===== src/rtl/osc_freq_meter.sv =====
// osc_freq_meter
// Counts rising edges of an asynchronous oscillator output over a fixed gate
// window of fpga_clk_i cycles. It reports the count once per window, with a
// one-cycle valid pulse and a flag that marks a saturated count. The
// oscillator is handled as data: it is synchronised and edge-detected in the
// single fpga_clk_i domain.

module osc_freq_meter #(
    parameter int GATE_CYCLES = 100000,
    parameter int COUNT_WIDTH = 16
) (
    input  logic                   fpga_clk_i,
    input  logic                   rstn_i,
    input  logic                   enable_i,
    input  logic                   osc_i,
    output logic [COUNT_WIDTH-1:0] count_o,
    output logic                   valid_o,
    output logic                   overflow_o,
    output logic                   busy_o
);

    localparam int TIMER_WIDTH = (GATE_CYCLES > 2) ? $clog2(GATE_CYCLES) : 1;
    localparam logic [TIMER_WIDTH-1:0] TIMER_LAST = TIMER_WIDTH'(GATE_CYCLES - 1);
    localparam logic [COUNT_WIDTH-1:0] COUNT_MAX  = '1;

    typedef enum logic [1:0] {
        ST_IDLE,
        ST_ARM,
        ST_GATE
    } state_t;

    state_t                 state;
    logic [TIMER_WIDTH-1:0] timer;
    logic [COUNT_WIDTH-1:0] edge_count;
    logic                   sat;

    logic                   s1;
    logic                   s2;
    logic                   s3;
    logic                   rise;
    logic                   terminal;
    logic [COUNT_WIDTH-1:0] edge_count_inc;
    logic                   sat_inc;

    // Two-flop synchroniser plus history flop; runs in every state so that a
    // level already present when measuring starts is never seen as an edge.
    always_ff @(posedge fpga_clk_i or negedge rstn_i) begin
        if (!rstn_i) begin
            s1 <= 1'b0;
            s2 <= 1'b0;
            s3 <= 1'b0;
        end else begin
            s1 <= osc_i;
            s2 <= s1;
            s3 <= s2;
        end
    end

    assign rise     = s2 & ~s3;
    assign terminal = (timer == TIMER_LAST);

    // Edge count after this cycle's rise, held at the ceiling once saturated.
    always_comb begin
        edge_count_inc = edge_count;
        sat_inc        = sat;
        if (rise) begin
            if (edge_count == COUNT_MAX) begin
                sat_inc = 1'b1;
            end else begin
                edge_count_inc = edge_count + 1'b1;
            end
        end
    end

    // Measurement FSM: gate timer, edge counter, result registers and busy.
    always_ff @(posedge fpga_clk_i or negedge rstn_i) begin
        if (!rstn_i) begin
            state      <= ST_IDLE;
            timer      <= '0;
            edge_count <= '0;
            sat        <= 1'b0;
            count_o    <= '0;
            valid_o    <= 1'b0;
            overflow_o <= 1'b0;
            busy_o     <= 1'b0;
        end else begin
            valid_o <= 1'b0;
            case (state)
                ST_IDLE: begin
                    timer      <= '0;
                    edge_count <= '0;
                    sat        <= 1'b0;
                    if (enable_i) begin
                        state  <= ST_ARM;
                        busy_o <= 1'b1;
                    end else begin
                        busy_o <= 1'b0;
                    end
                end
                ST_ARM: begin
                    timer      <= '0;
                    edge_count <= '0;
                    sat        <= 1'b0;
                    if (enable_i) begin
                        state  <= ST_GATE;
                        busy_o <= 1'b1;
                    end else begin
                        state  <= ST_IDLE;
                        busy_o <= 1'b0;
                    end
                end
                ST_GATE: begin
                    if (terminal) begin
                        count_o    <= edge_count_inc;
                        overflow_o <= sat_inc;
                        valid_o    <= 1'b1;
                        timer      <= '0;
                        edge_count <= '0;
                        sat        <= 1'b0;
                        if (enable_i) begin
                            busy_o <= 1'b1;
                        end else begin
                            state  <= ST_IDLE;
                            busy_o <= 1'b0;
                        end
                    end else if (!enable_i) begin
                        state      <= ST_IDLE;
                        busy_o     <= 1'b0;
                        timer      <= '0;
                        edge_count <= '0;
                        sat        <= 1'b0;
                    end else begin
                        timer      <= timer + 1'b1;
                        edge_count <= edge_count_inc;
                        sat        <= sat_inc;
                    end
                end
                default: begin
                    state      <= ST_IDLE;
                    busy_o     <= 1'b0;
                    timer      <= '0;
                    edge_count <= '0;
                    sat        <= 1'b0;
                end
            endcase
        end
    end

endmodule


===== config.mk =====
export PLATFORM = sky130hd
export DESIGN_NAME = osc_freq_meter
export DESIGN_NICKNAME = d
export VERILOG_FILES = /design/src/rtl/osc_freq_meter.sv
export SDC_FILE = /design/constraint.sdc
export NUM_CORES = 1
export LEC_CHECK = 0
export ABC_AREA = 1
export CAP_MARGIN = 30
export CELL_PAD_IN_SITES_DETAIL_PLACEMENT = 1
export CELL_PAD_IN_SITES_GLOBAL_PLACEMENT = 2
export CORE_MARGIN = 2
export CORE_UTILIZATION = 37
export CTS_CLUSTER_SIZE = 25
export DETAILED_ROUTE_END_ITERATION = 10
export DONT_BUFFER_PORTS = 1
export PLACE_DENSITY_LB_ADDON = 0.1
export SLEW_MARGIN = 20
export SYNTH_ARGS = -nofsm -noshare
export SYNTH_HDL_FRONTEND = slang
export SYNTH_SLANG_ARGS = --single-unit

===== constraint.sdc =====
create_clock -name fpga_clk_i -period 1.8 [get_ports fpga_clk_i]
set_input_delay 0.18 -clock fpga_clk_i [delete_from_list [all_inputs] [get_ports fpga_clk_i]]
set_output_delay 0.18 -clock fpga_clk_i [all_outputs]
set_load 0.01 [all_outputs]

==> results.tsv <==
metric	value	unit
CP peak stage delay	0.40	ns
P_int	2.09	mW
cell type with the largest total area after synthesis	dfrtp_1	
Port Buffers	0	
EDFF count, synth	0	
grt ovf	0	
Num CTS Buffers	9	
Gate power share	4.3	%
crit share post-route	93.3	%
Worst Path Max Fanout	4	
dpl hpwl	5610	µm
critical path's slowest cell	dfrtp_1	
power per cell area	796	nW/µm²
Sw Ratio	23.0	%
setup_tns	0	ns
Max-slew headroom	71.5	%
first-pass GRT wire length	13600	µm
leakage dissipation	1.54	nW
share of cells above drive strength 1	11.8	%
Ant. Diodes	0	
largest vdd supply drop	0.331	mV
M1 WL	3490	µm
Worst path most repeated cell	nand2_1	
met2 wire length	4090	µm
fin cells	516	
CTS H-tree depth	3	
synth warn	0	
drc violations	0	
post-synthesis compound-gate area fraction	3.64	%
drt wl/cell	15.2	µm
Routed WL	7840	µm
fmax	595	MHz
post-synthesis sequential area ratio	49.1	%
die extent in y	93.4	µm
cells after synthesis	389	
Setup CP Type	reg -> reg	
crit path time final	1.68	ns
area share of the largest cell type after synthesis	49.1	%
Max Slew Vio Count	0	
largest net degree at the start of global routing	59	
GP Congestion	0.818	
mux cell area share after synthesis	0	%
adder-cell share of the synthesized area	0.847	%
placement-stage cell area	3110	µm²
Final ANT Viol Nets	0	
Tightest Hold Check Type	in -> reg	
latest clock arrival within the worst-skew pair	0.34	ns
Final Hold Fails	0	
Synth Area in Simple Gates	38.1	%
Async SR Flop Fraction	100	%
num rows	32	
RSZ-0062 raised after global routing	no	
CP Launch Type	register	
initial antenna violation count	0	
post-synthesis register bit count	58	
CORE AREA	7730	µm²
WP data required	2.03	ns
Max Clock Skew	0.0101	ns
Psw	625	µW
Worst-path clk slew	0.07	ns
Clk pwr share	46.8	%
Worst Max-Slew Pin Slew	0.425	ns
initial DRC count	114	
crit end category	register	
mapped cell area	2950	µm²
Worst EP arrival	1.91	ns
syn_nets	395	
cells along the critical path	ha_1, nand2_1, nor2_2, nand2_2, o21ai_0, nand3_1, nand2_1, nand2_1	
Setup WS pre-CTS	0.119	ns
largest family of logic cells by synthesized area	simple AND/OR/NAND/NOR gates	
die area	8720	µm²
setup ws final	0.120	ns
vias	2519	
Finished Cell Area	3420	µm²
sequential share of power	48.9	%
die width	93.4	µm
GRT Total Usage	20.3	%
Total Nets Final	416	
predominant post-synthesis flop cell	dfrtp_1	
I/O Pins	23	
Synth cell types	31	
DR pass1 iterations	4	
Root Buffer Master	clkbuf_8	
Via-to-Cell Ratio	4.88	
Final setup viols	0	
CTS tree	built	
Syn Area/Cell	7.59	µm²
Area growth, synth to finish	15.6	%
run status	complete, no violations	
XOR/XNOR Fraction of Synth Area	1.48	%
synth top area cells	dfrtp_1 (49%), nand2_1 (17%), nor2_1 (7.2%)	
Max Root-Sink Buffers	2	
MaxCap Viol Count	0	
final core utilization	44.2	%
DR WL met3	150	µm
Clock Sinks	58	
uppermost routed layer	met4	
initial core utilization	38.2	%
Inst Count DP	495	
vias in the first global route	2819	
-- synthesized netlist by cell type (2+ instances only) --
master	instances
nand2_1	134
dfrtp_1	58
nor2_1	57
nand3_1	42
inv_1	36
a21oi_1	7
nor2_2	6
nor3_1	5
o21ai_0	5
a31oi_1	4
buf_2	3
nand4_1	3
xor2_1	3
buf_4	2
ha_1	2
nand2_2	2
nand3_2	2
nand3b_1	2
nor2_4	2
o21bai_1	2
xnor2_1	2
-- worst paths after layout --
path / start / end / slack, ns / cells after the start
setup / recovery: edge_count[1]$_DFF_PN0_ / count_o[12]$_DFFE_PN0P_ / 0.12 / 8
hold / removal: enable_i / state[1]$_DFFE_PN0P_ / 0.07 / 2
setup reg to reg: edge_count[1]$_DFF_PN0_ / count_o[12]$_DFFE_PN0P_ / 0.12 / 8
hold reg to reg: s1$_DFF_PN0_ / s2$_DFF_PN0_ / 0.36 / 0
max in group asynchronous: rstn_i / count_o[6]$_DFFE_PN0P_ / 1.16 / 2
min in group asynchronous: rstn_i / timer[3]$_DFF_PN0_ / 0.38 / 2
-- repair_timing --
item	CTS	global route
resized for setup	0	8
setup buffers	0	2
hold buffers	4	0
endpoints found under the setup margin	0	22
hold endpoints to repair	62	0
-- through the flow --
step / hold slack (ns) / total power, mW
2_1_floorplan: -0.116 / 1.40
3_3_place_gp: -0.114 / 1.43
3_5_place_dp: -0.114 / 1.43
4_1_cts: 0.0633 / 2.75
5_1_grt: 0.0976 / 2.83
6_report: 0.0655 / 2.72
-- flip-flops by register name (all words and copies together), names as in the netlist --
signal / count
busy_o: 1
edge_count: 16
state: 2
s1: 1
valid_o: 1
s3: 1
overflow_o: 1
sat: 1
timer: 17
s2: 1
count_o: 16
-- power groups by stage --
stage	combinational, mW	sequential (mW)	clock [mW]
floorplan	0.0492	1.35	0
global placement	0.0733	1.35	0
detailed placement	0.0746	1.35	0
CTS	0.118	1.33	1.30
global route	0.133	1.33	1.37
finish	0.116	1.33	1.27
-- layout make-up --
cell class,count,area (µm²)
clock buffer,13,169
multi-input combinational,286,1330
tap,102,128
inverter,38,149
timing repair buffer,17,155
sequential,58,1450
fill,987,4310
clock inverter,2,35.0
-- per-layer routing --
metal  GRT usage, %  vias to the layer above
li1               -                     1264
met1           24.7                     1224
met2           36.2                       22
met3           3.14                        9
met4           7.35                        0
met5              0                        -
-- cells in the final DEF (no fill, tap or decap), types with 2 or more instances in the layout --
cell type / synthesis / final
a21oi_1: 7 / 7
a31oi_1: 4 / 4
buf_4: 2 / 13
clkbuf_8: 0 / 12
dfrtp_1: 58 / 58
dlygate4sd3_1: 0 / 3
ha_1: 2 / 2
inv_1: 36 / 35
nand2_1: 134 / 132
nand2_2: 2 / 3
nand3_1: 42 / 42
nand3_2: 2 / 2
nand3b_1: 2 / 2
nand4_1: 3 / 3
nor2_1: 57 / 56
nor2_2: 6 / 5
nor2_4: 2 / 4
nor3_1: 5 / 4
nor3_2: 1 / 2
o21ai_0: 5 / 5
o21bai_1: 2 / 2
xnor2_1: 2 / 2
xor2_1: 3 / 3
-- critical path: cells and delay by family (launching register included) --
| kind | cells | cell delay, ns |
|---|---|---|
| adder cells (fa/ha/maj) | 1 | 0.24 |
| AND/OR/NAND/NOR | 6 | 0.64 |
| flip-flops | 1 | 0.40 |
| AO/OA/AOI/OAI | 1 | 0.29 |
-- cells by family after synthesis --
logic type,after synthesis
AND/OR/NAND/NOR,260
flip-flops,58
buffers and inverters,45
AO/OA/AOI/OAI,19
XOR/XNOR,5
adder cells (fa/ha/maj),2
Power figures use the tool's default switching activity.
